**config.mk**
```make
export PLATFORM = sky130hd
export DESIGN_NAME = vending_machine_gen
export DESIGN_NICKNAME = d
export VERILOG_FILES = /design/src/rtl/vending_machine_gen.sv
export SDC_FILE = /design/constraint.sdc
export NUM_CORES = 1
export LEC_CHECK = 0
export ABC_AREA = 1
export CAP_MARGIN = 15
export CORE_MARGIN = 2
export CORE_UTILIZATION = 50
export CTS_BUF_LIST = sky130_fd_sc_hd__clkbuf_4 sky130_fd_sc_hd__clkbuf_8
export CTS_CLUSTER_DIAMETER = 60
export DETAILED_ROUTE_END_ITERATION = 7
export PLACE_DENSITY_LB_ADDON = 0.08
export RECOVER_POWER = 50
export SLEW_MARGIN = 5
export SYNTH_ARGS = -nofsm -noshare
export SYNTH_HDL_FRONTEND = slang
export SYNTH_SLANG_ARGS = --single-unit
```
**constraint.sdc**
```tcl
create_clock -name clk -period 3 [get_ports clk]
set_input_delay 0.6 -clock clk [delete_from_list [all_inputs] [get_ports clk]]
set_output_delay 0.6 -clock clk [all_outputs]
set_load 0.02 [all_outputs]
```
**src/rtl/vending_machine_gen.sv**
```systemverilog
// rtl/vending_machine_gen.sv - parametrised vending-machine controller with price table and stock
//
// Purpose: takes coin and keypad pulses from the front end and drives the
// dispenser and coin-return actuators. It supports a configurable item count,
// a price per item, stock per item with sold-out and restock, cancel with
// refund, and rejection of coins that arrive outside a purchase.
// The currency unit is $10: coin_10 is worth 1 unit and coin_50 is worth 5 units.
//
// Ports:
//   clk           rising-edge clock
//   reset         synchronous, active-high
//   item          item index for sel / restock
//   sel           start a purchase of item (1-cycle pulse)
//   coin_10       1 unit inserted (1-cycle pulse)
//   coin_50       5 units inserted (1-cycle pulse)
//   cancel        abort the purchase and refund the credit
//   restock       load stock[item] with STOCK_MAX (accepted only in IDLE)
//   price_due     units still owed while paying, otherwise 0
//   item_rels     {1'b1,item} for one cycle on release, otherwise 0
//   change_return one cycle high per unit returned
//   sold_out      pulse: sel rejected because stock[item] is 0
//   coin_reject   pulse: coin arrived outside a purchase and was not credited
module vending_machine_gen #(
    parameter int ITEM_W  = 2,
    parameter int PRICE_W = 6,
    parameter logic [(2**ITEM_W)*PRICE_W-1:0] PRICE_TABLE = {6'd5, 6'd4, 6'd3, 6'd2},
    parameter int STOCK_W    = 4,
    parameter int STOCK_INIT = 3,
    parameter int STOCK_MAX  = 15
) (
    input  logic               clk,
    input  logic               reset,
    input  logic [ITEM_W-1:0]  item,
    input  logic               sel,
    input  logic               coin_10,
    input  logic               coin_50,
    input  logic               cancel,
    input  logic               restock,
    output logic [PRICE_W-1:0] price_due,
    output logic [ITEM_W:0]    item_rels,
    output logic               change_return,
    output logic               sold_out,
    output logic               coin_reject
);

    localparam int N_ITEMS = 2**ITEM_W;

    typedef enum logic [1:0] {IDLE, PAY, VEND, CHANGE} state_t;

    state_t               state, state_nx;
    logic [ITEM_W-1:0]    cur_item, cur_item_nx;
    logic [PRICE_W-1:0]   price, price_nx;
    logic [PRICE_W-1:0]   credit, credit_nx;
    logic [PRICE_W-1:0]   refund, refund_nx;
    logic [PRICE_W-1:0]   price_due_nx;
    logic [ITEM_W:0]      item_rels_nx;
    logic                 change_nx, sold_nx, reject_nx;
    logic                 stock_load, stock_dec;
    logic [STOCK_W-1:0]   stock [N_ITEMS];
    logic [PRICE_W-1:0]   coin_units, credit_sum, sel_price;

    // A simultaneous 10 and 50 credits 6 units.
    assign coin_units = PRICE_W'(coin_10) + (coin_50 ? PRICE_W'(5) : '0);
    assign credit_sum = credit + coin_units;
    assign sel_price  = PRICE_TABLE[item*PRICE_W +: PRICE_W];

    always_ff @(posedge clk) begin
        if (reset) begin
            state         <= IDLE;
            cur_item      <= '0;
            price         <= '0;
            credit        <= '0;
            refund        <= '0;
            price_due     <= '0;
            item_rels     <= '0;
            change_return <= 1'b0;
            sold_out      <= 1'b0;
            coin_reject   <= 1'b0;
        end else begin
            state         <= state_nx;
            cur_item      <= cur_item_nx;
            price         <= price_nx;
            credit        <= credit_nx;
            refund        <= refund_nx;
            price_due     <= price_due_nx;
            item_rels     <= item_rels_nx;
            change_return <= change_nx;
            sold_out      <= sold_nx;
            coin_reject   <= reject_nx;
        end
    end

    always_ff @(posedge clk) begin
        if (reset) begin
            for (int i = 0; i < N_ITEMS; i++) stock[i] <= STOCK_W'(STOCK_INIT);
        end else if (stock_load) begin
            stock[item] <= STOCK_W'(STOCK_MAX);
        end else if (stock_dec) begin
            stock[cur_item] <= stock[cur_item] - 1'b1;
        end
    end

    always_comb begin
        state_nx     = state;
        cur_item_nx  = cur_item;
        price_nx     = price;
        credit_nx    = credit;
        refund_nx    = refund;
        price_due_nx = '0;
        item_rels_nx = '0;
        change_nx    = 1'b0;
        sold_nx      = 1'b0;
        reject_nx    = 1'b0;
        stock_load   = 1'b0;
        stock_dec    = 1'b0;
        case (state)
            IDLE: begin
                reject_nx = coin_10 | coin_50;
                if (sel) begin
                    if (stock[item] == '0) begin
                        sold_nx = 1'b1;
                    end else begin
                        cur_item_nx  = item;
                        price_nx     = sel_price;
                        credit_nx    = '0;
                        price_due_nx = sel_price;
                        state_nx     = PAY;
                    end
                end else if (restock) begin
                    stock_load = 1'b1;
                end
            end
            PAY: begin
                // Cancel wins even when the same-cycle coin would complete payment.
                if (cancel) begin
                    refund_nx = credit_sum;
                    credit_nx = '0;
                    if (credit_sum != '0) begin
                        state_nx  = CHANGE;
                        change_nx = 1'b1;
                    end else begin
                        state_nx = IDLE;
                    end
                end else if (credit_sum >= price) begin
                    state_nx     = VEND;
                    item_rels_nx = {1'b1, cur_item};
                    refund_nx    = credit_sum - price;
                    credit_nx    = '0;
                end else begin
                    credit_nx    = credit_sum;
                    price_due_nx = price - credit_sum;
                end
            end
            VEND: begin
                reject_nx = coin_10 | coin_50;
                stock_dec = 1'b1;
                if (refund != '0) begin
                    state_nx  = CHANGE;
                    change_nx = 1'b1;
                end else begin
                    state_nx = IDLE;
                end
            end
            CHANGE: begin
                // refund still counts the pulse shown this cycle; leave when it is the last one.
                reject_nx = coin_10 | coin_50;
                if (refund <= PRICE_W'(1)) begin
                    refund_nx = '0;
                    state_nx  = IDLE;
                end else begin
                    refund_nx = refund - 1'b1;
                    change_nx = 1'b1;
                end
            end
            default: state_nx = IDLE;
        endcase
    end

endmodule
```
==> metrics.yaml, run 1 <==
max_slew_margin: 0.563
num_rows: 27
overflow: 0
cts_root_buffer: "clkbuf_8"
tritoncts: "yes"
die-area_mm2: 0.00627
synth_compound_area_frac: 0.110
ir_drop_mv: 0.269
yosys.area_share.xor_xnor: 0.0248
drcViolationCount: 0
synth_top_flop_cell: "dfxtp_1"
slowest_delay_ns: 0.55
drive_gt1_frac: 0.151
end_kind: "flop"
routed-via-count: 2609
ys_types: 38
seq_area_frac_synth: 0.389
fillers: 526
muxShareOfSynthArea: 0
diodes: 0
cts_max_path_buffers: 2
area_delta_synth_final_pct: 20.3
synth_area_mm2: 0.00283
antenna_found_initial: 0
initial_utilization: 0.517
dp_hpwl_mm: 5.24
status: "complete, no violations"
path_class: "input pin to flop"
hold_buffers: 0
synth_top_family_by_area: "simple AND/OR/NAND/NOR gates"
rsz0062_at_grt: "no"
fin_crit_sh: 0.929
path_delay_family: "adder cells"
dieWidth_um: 79.2
post_dp_cell_area_mm2: 0.00324
post-synth-top-area-cell: "dfxtp_1"
clkSlewWorstSetupHoldPaths_ns: 0.08
clock_latency_ns: 0.30
hold_viol_final: 0
hold_path_class: "flop to flop"
synthSimpleGateAreaFrac: 0.305
synth-seq-cells: 47
pin_count: 21
fmax_mhz: 359
ys_top_cells_by_count: "nand2_1, inv_1, nor2_1, nand3_1, dfxtp_1"
tightest_slew_ns: 0.654
yosysTopAreaCellShare: 0.219
cts.sinks: 47
p_leak_nw: 1.62
cts-buffers-inserted: 5
report.final.slew_viol_count: 0
switchingPower_uw: 544
avgSynthCellArea_um2: 7.38
path_max_fanout: 5
wl_mm: 6.64
yosys_warnings: 0
power_frac_seq: 0.458
core_area_mm2: 0.00547
synth_top_cells_by_area: "dfxtp_1, edfxtp_1, nand2_1"
cp.required_ns: 3.24
max-cap-violations: 0
cp_cell_sequence: "dlygate4sd2_1, inv_2, fa_1, ha_2, inv_2, fa_2, nand2_1, inv_2, nor2_4, nand3_2, nor2_1, nand3_2, o21ai_2, nor2_1, nor2_1"
grt_pass1_vias: 2403
synth_edf_count: 16
cp.arrival_ns: 3.02
combPwrFrac: 0.307
synth_cells: 383
syn_nets: 407
synthAdderAreaFrac: 0.0743
ant_nets: 0
first_pass_iters: 4
powerDensity_mw_per_mm2: 478
synth_most_common_cell: "nand2_1"
drt-initial-drc-count: 122
htreeDepth: 2
worst_slack_ns: 0.214
fin_util: 0.621
crit_slowest_cell: "fa_1"
switching_share: 0.335
wl_per_cell_um: 13.2
p_clk_frac: 0.235
p_int_mw: 1.08
path_buf_inv: 4
design_area_mm2: 0.00340
gp_congestion: 0.966
die_h_um: 79.2
period_minus_slack_ns: 2.79
preCtsSetupSlack_ns: -0.447
vias_per_cell: 5.19
fin_skew_ns: 0.00937
grt_max_degree: 15
fin_nets: 454
grt_usage: 0.224
synth_async_sr_flop_share: 0
worst_setup_path_start_kind: "input pin"
setup_viol: 0
grt_pass1_wl_mm: 11.1
numPortBuffers: 20
-- timing repair --
item / in CTS / in global routing
buffers inserted: 5 / 0
resized for setup: 13 / 1
pin swaps: 11 / 0
endpoints found under the setup margin: 19 / 4
-- worst reg2reg max path, cell delays in order, from the launching register on --
cell	delay, ns
dfxtp_1	0.33
inv_1	0.05
fa_1	0.40
inv_2	0.09
ha_4	0.13
xnor2_1	0.14
inv_1	0.12
ha_4	0.24
nand2_1	0.08
inv_2	0.05
nor2_4	0.15
nand3_2	0.08
nor2_1	0.14
nand3_2	0.10
o21ai_2	0.26
nor2_1	0.08
nor2_1	0.09
-- cell usage in the layout, fill, tap and decap left out, types with 2 or more instances in the layout --
cell type / instances
nand2_4: 2
clkdlybuf4s50_1: 4
buf_4: 25
dlygate4sd2_1: 2
nor3_1: 2
clkbuf_8: 5
xnor2_1: 2
dfxtp_1: 31
inv_2: 8
a21oi_1: 19
dlygate4sd3_1: 14
fa_1: 2
clkinv_1: 3
nor2_1: 50
o21ai_0: 21
inv_1: 54
o22ai_1: 5
a211oi_1: 2
xor2_1: 6
ha_1: 9
nor2_4: 2
edfxtp_1: 16
nand2_1: 78
nand2_2: 5
nand3_1: 35
nand4_1: 3
nand3_2: 6
ha_4: 2
-- registers in the layout (all words and copies together), names as in the netlist, named ones only --
signal / cells
stock: 16
credit: 6
price_due: 6
refund: 6
item_rels: 3
price: 2
state: 2
change_return: 1
coin_reject: 1
cur_item: 1
sold_out: 1
-- stage by stage --
step | power, mW | TNS (ns) | hold WS, ns | instances
2_1_floorplan | 1.08 | 0 | 0.445 | 383
3_3_place_gp | 1.23 | -6.06 | 0.455 | 490
3_5_place_dp | 1.24 | -7.80 | 0.464 | 490
4_1_cts | 1.64 | 0 | 0.477 | 503
5_1_grt | 1.73 | 0 | 0.506 | 503
6_report | 1.62 | 0 | 0.472 | 503
-- area by class of cell --
type / count / area [um2] / area share
Clock buffer: 6 / 76.3 / 0.0224
Clock inverter: 2 / 12.5 / 0.00368
Inverter: 64 / 240 / 0.0706
Multi-Input combinational cell: 266 / 1490 / 0.439
Sequential cell: 47 / 1100 / 0.324
Tap cell: 72 / 90.1 / 0.0265
Timing Repair Buffer: 46 / 389 / 0.114
-- metal layers --
| metal | vias to the layer above | share of wire | global-route usage |
|---|---|---|---|
| met1 | 1195 | 0.48 | 0.319 |
| li1 | 1328 | - | - |
| met3 | 11 | 0.057 | 0.0409 |
| met4 | 0 | 0.012 | 0.0603 |
| met2 | 75 | 0.45 | 0.351 |
| met5 | - | 0 | 0 |
-- final timing paths --
path | startpoint | to | slack [ns] | depth (start not counted)
worst max-delay path | coin_10 | refund[5] | 0.21 | 15
worst min register to register | credit[0] | credit[0] | 0.47 | 2
worst max register to register | credit[0] | refund[5] | 0.41 | 16
worst min-delay path | credit[0] | credit[0] | 0.47 | 2
-- power groups by stage --
| stage | Sequential [mW] | Clock (mW) | Combinational [mW] |
|---|---|---|---|
| after floorplan | 0.759 | 0 | 0.321 |
| after global placement | 0.758 | 0 | 0.472 |
| after detailed placement | 0.759 | 0 | 0.476 |
| after CTS | 0.744 | 0.394 | 0.499 |
| after global routing | 0.750 | 0.412 | 0.564 |
| final | 0.744 | 0.382 | 0.498 |
-- cell families (layout without fill, tap and decap cells) --
kind of cell,Yosys count,after routing
AOI/OAI and AO/OA,54,54
xor gates and xnor gates,8,8
adders and majority gates,15,15
buffers and inverters,70,118
DFF,47,47
and+or+nand+nor,189,189
(Power assumes the default switching activity.)
==> run 2, diff against run 1 <==
--- a/config.mk
+++ b/config.mk
@@ -12,6 +12,7 @@
 export CTS_BUF_LIST = sky130_fd_sc_hd__clkbuf_4 sky130_fd_sc_hd__clkbuf_8
 export CTS_CLUSTER_DIAMETER = 60
 export DETAILED_ROUTE_END_ITERATION = 7
+export HOLD_SLACK_MARGIN = 0.08
 export PLACE_DENSITY_LB_ADDON = 0.08
 export RECOVER_POWER = 50
 export SLEW_MARGIN = 5
==> results of run 2 <==
No change in the layout: final DEF, timing and power equal those of run 1.
==> run 3, diff against run 2 <==
--- a/config.mk
+++ b/config.mk
@@ -8,7 +8,7 @@
 export ABC_AREA = 1
 export CAP_MARGIN = 15
 export CORE_MARGIN = 2
-export CORE_UTILIZATION = 50
+export CORE_UTILIZATION = 40
 export CTS_BUF_LIST = sky130_fd_sc_hd__clkbuf_4 sky130_fd_sc_hd__clkbuf_8
 export CTS_CLUSTER_DIAMETER = 60
 export DETAILED_ROUTE_END_ITERATION = 7
==> run 3 against run 2 <==
Register-to-register slack worse by 0.07 ns; critical path depth stayed put; count of clock-buffer cells in the layout stayed put; sequential share of layout area is 0.24 points lower; total power is 9.8% higher; clock power is 47% higher; setup slack worse by 0.0052 ns; global-route usage is 3.5 points lower; worst hold slack better by 0.0092 ns; final cell count is 3.8% higher; critical endpoint is now price_due[1].
==> metrics.yaml, run 3 (same netlist as run 1, synthesis figures left out) <==
first_pass_iters: 7  # +3
initial_utilization: 0.414  # -0.103
p_leak_nw: 1.62  # -0.32%
max_slew_margin: 0.598  # +0.0357
hold_path_class: "flop to flop"
hold_viol_final: 0  # unchanged
cts.sinks: 47  # unchanged
num_rows: 30  # +11%
path_buf_inv: 5  # +1
routed-via-count: 2492  # -4.5%
crit_slowest_cell: "fa_1"
grt_max_degree: 15  # unchanged
multi_input_area_mm2: 0.00148  # -1.0%
wl_per_cell_um: 12.9  # -2.6%
ir_drop_mv: 0.181  # -33%
preCtsSetupSlack_ns: -0.446  # +0.00168 ns
cp.required_ns: 3.24  # about the same
status: "complete, no violations"
cts_root_buffer: "clkbuf_8"
rsz0062_at_grt: "no"
cp_cell_sequence: "dlygate4sd2_1, inv_2, fa_1, ha_2, inv_2, fa_2, nand2_1, inv_1, nor2_2, buf_4, nand3b_2, nor2_4, nand2_2, or2_1, a21oi_2"
fillers: 716  # +36%
hold_buffers: 0  # unchanged
largest_reg_flops: 16  # unchanged
final_cells: 522  # +3.8%
area_delta_synth_final_pct: 21.2
cpMostUsedCell: "inv_2"
wl_mm: 6.71  # +1.1%
core_area_mm2: 0.00683  # +25%
gp_congestion: 0.888  # -8.1%
grt_usage: 0.189  # -0.0350
diodes: 0  # unchanged
worst_slack_ns: 0.209  # -0.00517 ns
die_h_um: 88.1  # +11%
cts-buffers-inserted: 5  # unchanged
powerDensity_mw_per_mm2: 521  # +9.0%
design_area_mm2: 0.00343  # +0.74%
dp_cells: 512  # +4.5%
htreeDepth: 2  # unchanged
report.final.slew_viol_count: 0  # unchanged
pin_count: 21  # unchanged
vias_per_cell: 4.77  # -8.0%
drive_gt1_frac: 0.136  # -0.0147
tightest_slew_ns: 0.599  # -0.0548 ns
registers.top_by_ff_count: "stock"
fin_skew_ns: 0.00873  # -0.000640 ns
fmax_mhz: 358  # -0.19%
grt_pass1_vias: 2450  # +2.0%
slowest_delay_ns: 0.54  # about the same
antenna_found_initial: 0  # unchanged
setup_viol: 0  # unchanged
clock_latency_ns: 0.30  # about the same
numPortBuffers: 20  # unchanged
die-area_mm2: 0.00776  # +24%
period_minus_slack_ns: 2.79  # +0.00517 ns
path_class: "input pin to flop"
cp.arrival_ns: 3.03  # about the same
tritoncts: "yes"
cts_max_path_buffers: 2  # unchanged
tns_ns: 0  # unchanged
worst_setup_path_start_kind: "input pin"
overflow: 0  # unchanged
max-cap-violations: 0  # unchanged
post_dp_cell_area_mm2: 0.00326  # +0.46%
ant_nets: 0  # unchanged
clkSlewWorstSetupHoldPaths_ns: 0.09  # about the same
drcViolationCount: 0  # unchanged
ff_latch_area_mm2: 0.00110  # unchanged
fin_crit_sh: 0.930  # +0.00172
layout_common_cells: "nand2_1, inv_1, nor2_1, nand3_1, dfxtp_1"
dieWidth_um: 88.1  # +11%
end_kind: "flop"
path_max_fanout: 6  # +1
drt-initial-drc-count: 121  # -0.82%
path_delay_family: "adder cells"
layout.cells.most_common: "nand2_1"
fin_nets: 449  # -1.1%
fin_util: 0.501  # -0.120
grt_pass1_wl_mm: 11.4  # +2.9%
dp_hpwl_mm: 5.36  # +2.1%
==> run 3: worst reg2reg max path, delay by kind of cell (launching register included) <==
| kind | cells | cell delay, ns |
|---|---|---|
| buffers and inverters | 4 | 0.28 |
| adder cells (fa/ha/maj) | 3 | 1.10 |
| AND/OR/NAND/NOR | 6 | 0.74 |
| AO/OA/AOI/OAI | 1 | 0.11 |
| flip-flops | 1 | 0.35 |
==> run 3: layer usage <==
metal / routed length [um] / vias to the layer above / part of all wire / track usage
met5: 0 / - / 0 / 0
met4: 85 / 0 / 0.013 / 0.0510
met3: 262 / 9 / 0.039 / 0.0320
met2: 3030 / 44 / 0.45 / 0.295
met1: 3330 / 1123 / 0.50 / 0.272
li1: - / 1316 / - / -
==> run 3: metrics by stage <==
| step | hold slack (ns) | power (mW) |
|---|---|---|
| floorplan | 0.445 | 1.08 |
| global placement | 0.455 | 1.23 |
| detailed placement | 0.464 | 1.23 |
| CTS | 0.480 | 1.81 |
| global route | 0.509 | 1.90 |
| finish | 0.481 | 1.78 |
==> run 3: cell type report <==
type	count	share of cell area
clock inverter	2	0.0175
timing repair buffer	41	0.103
sequential	47	0.321
inverter	64	0.0701
clock buffer	6	0.0223
tap	96	0.0351
multi-input combinational	266	0.431
==> run 3: path summary, 6_finish.rpt <==
path	cells past startpoint	startpoint	end	slack (ns)
setup / recovery	15	coin_50	price_due[1]	0.21
hold / removal	2	credit[0]	credit[0]	0.48
setup reg to reg	14	credit[0]	price_due[1]	0.34
hold reg to reg	2	credit[0]	credit[0]	0.48
==> run 3: repair_timing <==
| action | 4_1_cts | 5_1_grt |
|---|---|---|
| setup endpoints to repair | 14 | 0 |
| resized for setup | 10 | 0 |
| buffers inserted | 2 | 0 |
==> run 3: power by group <==
group	switching, mW	total [mW]	internal (mW)
Clock	0.219	0.561	0.342
Combinational	0.286	0.477	0.192
Sequential	0.0389	0.745	0.706
Total	0.543	1.78	1.24
